<file path="src/rtl/dice_turn_scheduler.sv">
// Turn sequencer for the two-player dice game: grants turns, gates the shared roller and keeps scores.
// Optional idle-turn forfeit is built when TURN_TIMEOUT_EN is defined.
//
// state | meaning
// IDLE  | waiting for a release, then a press to pick the first player
// TURN  | player p granted, waiting for the button
// ROLL  | roller running while player p holds the button
// LATCH | capture roll and update score[p]
// SHOW  | hold result on the display for SHOW_CYCLES cycles
// OVER  | game finished, results held until any press
module dice_turn_scheduler #(
    parameter int TARGET      = 50,
    parameter int SHOW_CYCLES = 4,
    parameter int SCORE_W     = 7
`ifdef TURN_TIMEOUT_EN
    ,
    parameter int TIMEOUT_CYCLES = 16
`endif
) (
    input  logic               clk,
    input  logic               reset,
    input  logic [1:0]         btn_req,
    input  logic [3:0]         dice_val,
    output logic               roll_en,
    output logic [1:0]         grant,
    output logic               disp_en,
    output logic [3:0]         last_roll,
    output logic [SCORE_W-1:0] score0,
    output logic [SCORE_W-1:0] score1,
    output logic [1:0]         winner,
    output logic               done,
    output logic               forfeit
);

    typedef enum logic [2:0] {
        IDLE  = 3'd0,
        TURN  = 3'd1,
        ROLL  = 3'd2,
        LATCH = 3'd3,
        SHOW  = 3'd4,
        OVER  = 3'd5
    } state_t;

    localparam int SHOW_W = $clog2(SHOW_CYCLES + 1);
    localparam logic [SHOW_W-1:0] SHOW_LOAD = SHOW_W'(SHOW_CYCLES - 1);

    state_t              state;
    logic                cur;
    logic                rr_ptr;
    logic                armed;
    logic [SHOW_W-1:0]   show_cnt;

`ifdef TURN_TIMEOUT_EN
    localparam int TMO_W = $clog2(TIMEOUT_CYCLES + 1);
    localparam logic [TMO_W-1:0] TMO_LOAD = TMO_W'(TIMEOUT_CYCLES - 1);
    logic [TMO_W-1:0]    tmo_cnt;
`endif

    logic [3:0]          roll_val;
    logic [SCORE_W-1:0]  cur_score;
    logic [SCORE_W:0]    sum;
    logic [SCORE_W-1:0]  next_score;
    logic                start_p;
    logic                cur_wins;

    function automatic logic [1:0] onehot(input logic p);
        return p ? 2'b10 : 2'b01;
    endfunction

    always_comb begin
        roll_val   = ((dice_val >= 4'd2) && (dice_val <= 4'd12)) ? dice_val : 4'd0;
        cur_score  = cur ? score1 : score0;
        sum        = {1'b0, cur_score} + (SCORE_W + 1)'(roll_val);
        next_score = sum[SCORE_W] ? {SCORE_W{1'b1}} : sum[SCORE_W-1:0];
        // simultaneous presses alternate who starts
        start_p    = (btn_req == 2'b11) ? rr_ptr : btn_req[1];
        cur_wins   = (int'(cur_score) >= TARGET);
    end

    assign roll_en = (state == ROLL) && btn_req[cur];

    always_ff @(posedge clk) begin
        if (!reset) begin
            state     <= IDLE;
            cur       <= 1'b0;
            rr_ptr    <= 1'b0;
            armed     <= 1'b0;
            show_cnt  <= '0;
            grant     <= 2'b00;
            disp_en   <= 1'b0;
            last_roll <= 4'd0;
            score0    <= '0;
            score1    <= '0;
            winner    <= 2'b00;
            done      <= 1'b0;
            forfeit   <= 1'b0;
`ifdef TURN_TIMEOUT_EN
            tmo_cnt   <= '0;
`endif
        end else begin
            forfeit <= 1'b0;
            case (state)
                IDLE: begin
                    if (btn_req == 2'b00) begin
                        armed <= 1'b1;
                    end else if (armed) begin
                        cur    <= start_p;
                        rr_ptr <= ~start_p;
                        grant  <= onehot(start_p);
                        state  <= ROLL;
                    end
                end
                TURN: begin
                    if (btn_req[cur]) begin
                        state <= ROLL;
                    end
`ifdef TURN_TIMEOUT_EN
                    else if (tmo_cnt == '0) begin
                        forfeit   <= 1'b1;
                        last_roll <= 4'd0;
                        show_cnt  <= SHOW_LOAD;
                        state     <= SHOW;
                    end else begin
                        tmo_cnt <= tmo_cnt - 1'b1;
                    end
`endif
                end
                ROLL: begin
                    if (!btn_req[cur]) begin
                        state <= LATCH;
                    end
                end
                LATCH: begin
                    last_roll <= roll_val;
                    if (cur) begin
                        score1 <= next_score;
                    end else begin
                        score0 <= next_score;
                    end
                    disp_en  <= 1'b1;
                    show_cnt <= SHOW_LOAD;
                    state    <= SHOW;
                end
                SHOW: begin
                    if (show_cnt != '0) begin
                        show_cnt <= show_cnt - 1'b1;
                    end else if (cur_wins) begin
                        winner <= onehot(cur);
                        done   <= 1'b1;
                        grant  <= 2'b00;
                        state  <= OVER;
                    end else begin
                        cur   <= ~cur;
                        grant <= onehot(~cur);
`ifdef TURN_TIMEOUT_EN
                        tmo_cnt <= TMO_LOAD;
`endif
                        state <= TURN;
                    end
                end
                OVER: begin
                    if (btn_req != 2'b00) begin
                        score0    <= '0;
                        score1    <= '0;
                        winner    <= 2'b00;
                        done      <= 1'b0;
                        last_roll <= 4'd0;
                        disp_en   <= 1'b0;
                        armed     <= 1'b0;
                        state     <= IDLE;
                    end
                end
                default: state <= IDLE;
            endcase
        end
    end

endmodule

</file>
<file path="config.mk">
export PLATFORM = sky130hd
export DESIGN_NAME = dice_turn_scheduler
export DESIGN_NICKNAME = d
export VERILOG_FILES = /design/src/rtl/dice_turn_scheduler.sv
export SDC_FILE = /design/constraint.sdc
export NUM_CORES = 1
export LEC_CHECK = 0
export ABC_AREA = 1
export BUFFER_PORTS_ARGS = -buffer_cell sky130_fd_sc_hd__buf_2
export CELL_PAD_IN_SITES_DETAIL_PLACEMENT = 2
export CELL_PAD_IN_SITES_GLOBAL_PLACEMENT = 2
export CORE_MARGIN = 10
export CORE_UTILIZATION = 30
export CTS_CLUSTER_DIAMETER = 200
export CTS_CLUSTER_SIZE = 25
export DETAILED_ROUTE_END_ITERATION = 12
export HOLD_SLACK_MARGIN = 0.05
export PLACE_DENSITY_LB_ADDON = 0.2
export REMOVE_ABC_BUFFERS = 1
export SLEW_MARGIN = 20
export SYNTH_ARGS = -nofsm -noshare
export SYNTH_HDL_FRONTEND = slang
export SYNTH_SLANG_ARGS = --single-unit
</file>
<file path="constraint.sdc">
create_clock -name clk -period 3.4 [get_ports clk]
set_input_delay 0.68 -clock clk [delete_from_list [all_inputs] [get_ports clk]]
set_output_delay 0.68 -clock clk [all_outputs]
set_load 0.02 [all_outputs]
</file>
Yosys cells after proc, flatten, opt, wreduce, memory -nomap -nowiden
Index checks and enable logic that the tools add are counted.
Cells by class
  $add $sub $neg: 2
  $mul: 0
  divide/modulo/power cells: 0
  order comparisons: 4
  equal/unequal tests: 18
  shift-type cells: 0
  mux-type cells: 47
  bitwise logic cells: 3
  reductions and logical operators: 21
Operator list (count)
  $mux W7: 5
  $pmux W7 S2: 2
  $mux W3: 8
  $ne A2 B2 Y1 const B: 12
  $mux W2: 10
  $pmux W3 S6: 1
  $reduce_and A3 Y1: 4
  $reduce_bool A2 Y1: 6
  $mux W1: 11
  $add A7 B4 Y8: 1
  $mux W4: 2
  $pmux W1 S2: 4
  $pmux W2 S2: 2
  $pmux W4 S2: 1
  $reduce_and A4 Y1: 2
  $ge A7 B6 Y1 const B: 1
  $eq A3 B2 Y1 const B: 2
  $eq A3 B3 Y1 const B: 2
  $pmux W3 S2: 1
  $reduce_and A6 Y1: 1
  $reduce_and A5 Y1: 1
  $ge A4 B2 Y1 const B: 1
  $le A4 B4 Y1 const B: 1
  $reduce_and A2 Y1: 2
  other kinds (9): 12
Storage, ports and cells
  register bits after elaboration: 33
  latch bits: 0
  bits in writable memories: 0
  memory bits (read-only): 0
  input port bits: 8
  output and inout port bits: 26
  logic and storage cells: 107
  memories kept: 0

Longest topological paths before layout
  depth in word-level cells: 7
  depth in mapped cells: 14
  depth with buffers taken out: 14

Worst setup path after synthesis
Ideal clock, no wire load.
  kind: input to register
  start point: input dice_val[0]
  end point: register score0[6]
  library setup time: 122 ps
  data arrival time: 2425 ps
  data required time: 3278 ps
  slack: 852 ps
  stages on the path: 14
  buffers on the path: 0
  cell sequence: nor2_1 > nor2_1 > a31oi_1 > nand2_1 > inv_1 > ha_1 > inv_1 > fa_1 > nand3b_1 > nand2_1 > nand2_1 > or2_0 > o21ai_1 > a21oi_1
On the way
  longest elaborated chain between the ends: 7
  elaborated cells on any way between the ends: 8
  classes of those cells: 1 x add/sub; 2 x order compare; 4 x mux; 1 x reduce/logical
Ends and longest elaborated chain
  from (decl): line 23  | input logic [3:0] dice_val,
  $ge A4 B2 Y1 or $le A4 B4 Y1 (tied branches): line 71  | roll_val = ((dice_val >= 4'd2) && (dice_val <= 4'd12)) ? dice_val : 4'd0;
  $logic_and A1 B1 Y1: line 71
  $mux W4 *: line 71
  $add A7 B4 Y8 *: line 73  | sum = {1'b0, cur_score} + (SCORE_W + 1)'(roll_val);
  $mux W7 *: line 74  | next_score = sum[SCORE_W] ? {SCORE_W{1'b1}} : sum[SCORE_W-1:0];
  $mux W7 *: line 135  | if (cur) begin
  $pmux W7 S2 *: line 102  | case (state)
  to (signal assigned): line 138  | score0 <= next_score;
  to (decl): line 28  | output logic [SCORE_W-1:0] score0,
Mark *: on every way between the ends. The rest lies on a longest branch, timed or not. The select of a mux whose other input is x is not followed.
A chain may end at the register's enable or synchronous reset.

Worst setup path after layout
  start point: input dice_val[3]
  end point: register score1[6]
On the way
  longest elaborated chain between the ends: 7
  elaborated cells on any way between the ends: 8
  classes of those cells: 1 x add/sub; 2 x order compare; 4 x mux; 1 x reduce/logical
Ends and longest elaborated chain
  $ge A4 B2 Y1 or $le A4 B4 Y1 (tied branches): line 71
  $logic_and A1 B1 Y1: line 71
  $mux W4 *: line 71
  $add A7 B4 Y8 *: line 73
  $mux W7 *: line 74
  $mux W7 *: line 135
  $pmux W7 S2 *: line 102
  to (signal assigned): line 136  | score1 <= next_score;
  to (decl): line 29  | output logic [SCORE_W-1:0] score1,
Marks and branches as above.

==> key figures <==
Status
  – Status: finished clean

Synthesis
  – Top cells by count, synth: nand2_1 (60), inv_1 (35), dfxtp_1 (33)
  – Synth Instances: 269
  – Leading area contributor after synthesis: dfxtp_1
  – Synth area leaders: dfxtp_1 (35%), nand2_1 (12%), inv_1 (6.9%)
  – Synth Flop Type: dfxtp_1
  – Count of state elements after synthesis: 33
  – Sequential area share after synthesis: 34.8%
  – Post-Syn Area: between 1500 and 2000 µm²
  – Post-synth EDFFs: 0
  – Post-synth cell types: 31
  – Most numerous cell in the Yosys netlist: nand2_1
  – Syn. warnings: 0
  – Synth Area per Inst: about 7.1 µm²
  – Yosys top cell area share: 34.8%
  – Post-synth ARST share: 0%

Clock tree
  – Resized cells post-CTS: 0
  – Num CTS Buffers: 5
  – Worst-Skew Late Latency: roughly 0.29 ns
  – Post-CTS Setup Inserts: 0
  – CTS tree: yes
  – CTS root buffer: clkbuf_8
  – Max Root-Sink Buffers: 2
  – # clock sinks: 33
  – Clk pin slew, worst setup/hold paths: ~0.080 ns
  – Hold_buf cts: 0
  – Htree depth: 2

Global route
  – Global-route usage over all layers: ~12%
  – Final global-route overflow total: 0
  – First-pass GRT wire length: about 9600 µm
  – Initial antenna violation count: 0
  – Pin count of the biggest net entering global routing: 26
  – Number of global-route vias before repair: about 2000

Route
  – Routed WL per cell: about 15 µm
  – Final ANT Viol Nets: 0
  – Vias/cell: just under 5
  – Final wirelength: about 5600 µm
  – Vias: ~1800
  – First-pass iteration count of the detailed router: 2
  – Starting DRT DRC Count: 53
  – Post-route DRC: 0

Finish
  – Fraction of layout instances using a drive strength above 1: 24.5%
  – Register area: between 600 and 700 µm²
  – Antenna diodes: 0
  – Fillers: 754
  – Footprint of the multi-input gates: 1020 µm²
  – P&R area growth vs syn: 15.7%
  – Final #Nets: 316

Worst setup path
  – R2r endpoint: score1[6]
  – Worst Setup Start Kind: input port
  – Worst-case reg-to-reg path depth: 10
  – Worst setup EP type: register
  – Highest net fanout along the worst path: 3
  – Reg2reg start: cur
  – Slowest stage delay, CP: approximately 0.4 ns
  – Cells along the critical path: buf_2 > nand2_1 > nor2_1 > a31oi_1 > nand2_1 > inv_1 > ha_1 > inv_1 > fa_1 > nand3b_1 > nand2_1 > nand2_1 > or2_0 > o21ai_1 > a21oi_1
  – Arrival @ worst endpoint: roughly 2.8 ns
  – Reg-to-reg slack, setup: 0.79 ns
  – Critical Path RT: ~3.5 ns
  – Critical path's most frequent cell: nand2_1
  – Crit Path Class: in2reg
  – Slowest cell on the critical path: fa_1

Floorplanning
  – Starting Density: 31.5%
  – Core Region: ~6000 µm²
  – Die area: approximately 10000 µm²
  – Die Width: about 100 µm
  – Chip Height: 99.5 µm
  – Row count: 28
  – Top-Level Pins: 34

STA
  – Worst slew pin tran: between 0.7 and 0.8 ns
  – Max Clk Rate: around 380 MHz
  – Final Hold Fails: 0
  – Post-Route Setup TNS: 0 ns
  – Final setup viols: 0
  – Tcrit/Tclk final: roughly four fifths
  – Clk_skew: 0.00841 ns
  – Tmin final: about 2.7 ns
  – RSZ-0062 raised after global routing: no
  – Slew HR: between 50% and 60%
  – Max-slew violation count: 0
  – Worst setup margin: ~0.74 ns

Pwr
  – Peak VDD IR: about 0.00028 V
  – Pwr/cell area: about 690 nW/µm²
  – P_leak: 1.07 nW

Worst hold path
  – Worst hold endpoint: disp_en
  – Worst hold path stage count: 2
  – Worst min path class: reg2reg
  – Hold wc startpoint: disp_en

Place
  – DP Worst Slack: roughly 0.43 ns
  – DP HPWL: approximately 4300 µm
  – Gpl congestion: 0.782
  – Port Buffers: 32

Job
  – Max-cap violations: 0
==> power breakdown <==
| group | switching, mW | total [mW] | internal, mW | leakage (nW) |
|---|---|---|---|---|
| registers | 0.0644 | 0.519 | 0.454 | 0.268 |
| logic | 0.442 | 0.656 | 0.214 | 0.748 |
| clock network | 0.151 | 0.334 | 0.183 | 0.0542 |
| total | 0.657 | 1.51 | 0.852 | 1.07 |
==> worst max-delay path by stage <==
stage                start   endpoint  slack, ns  cells after the start
6_report       dice_val[3]  score1[6]       0.74                     15
4_1_cts                cur  score1[6]       0.71                     10
3_3_place_gp   dice_val[0]  score0[6]       0.58                     15
5_1_grt        dice_val[1]  score1[6]       0.57                     15
3_5_place_dp   dice_val[3]  score0[6]       0.43                     15
2_1_floorplan  dice_val[0]  score0[6]       0.84                     14
==> cells by family after synthesis <==
logic type / count (synthesis) / synth area share (%)
and+or+nand+nor: 115 / 27.6
other: 1 / 0.198
AOI/OAI and AO/OA: 62 / 19.9
adders and majority gates: 7 / 5.01
xor gates and xnor gates: 3 / 1.39
DFF: 33 / 34.8
buffers and inverters: 48 / 11.1
==> state kept, by name, summed over array words and instances, names as in the netlist <==
signal     flops
score0         7
show_cnt       3
cur            1
armed          1
winner         2
rr_ptr         1
score1         7
last_roll      4
grant          2
disp_en        1
done           1
state          3
==> per-layer routing <==
layer | track usage [%] | up-vias | wire length, µm | share of wire [%]
met5 | 0 | - | 0 | 0
met4 | 3.64 | 0 | 43 | 0.76
met3 | 3.04 | 4 | 196 | 3.5
met2 | 21.2 | 21 | 2900 | 52
met1 | 12.7 | 886 | 2480 | 44
li1 | - | 929 | - | -
==> critical path, delay by kind of cell <==
kind | cells | cell delay, ns
adders and majority gates | 2 | 0.57
buffers and inverters | 3 | 0.24
and+or+nand+nor | 7 | 0.83
AOI/OAI and AO/OA | 3 | 0.47
==> cells in the final DEF (no fill, tap or decap) <==
master and n:
nand2_1 60, inv_1 35, dfxtp_1 33, buf_2 32, a21oi_1 25, nand3_1 18
nor2_1 15, o21ai_0 12, nand2_2 7, o21ai_2 7, clkbuf_8 7, inv_2 6
o21ai_1 6, a21oi_2 6, ha_1 6, nor2_2 5, a31oi_1 3, o22ai_1 2
nand4_1 2, nand3b_1 2, xor2_1 2, or2_0 2, nor3_1 2, nand3_2 1
nor3_4 1, xnor2_1 1, o21ai_4 1, fa_1 1, conb_1 1, clkinv_2 1
==> area by class of cell <==
class / instances / share of cell area (%)
Multi-Input combinational cell: 188 / 46.7
Clock buffer: 7 / 4.39
Clock inverter: 1 / 0.228
Tap cell: 75 / 4.28
Timing Repair Buffer: 32 / 7.30
Inverter: 41 / 7.01
Sequential cell: 33 / 30.1
==> metrics by stage <==
step	std cells	power [mW]	hold slack, ns	instance area (µm²)	util [%]
global route	377	1.65	0.487	2190	36.4
detailed placement	369	1.19	0.448	2090	34.7
CTS	377	1.54	0.463	2190	36.4
global placement	369	1.18	0.436	2090	34.7
floorplan	262	1.01	0.431	1840	-
finish	377	1.51	0.451	2190	36.4
Note: power is estimated with default switching activity, not from simulation.
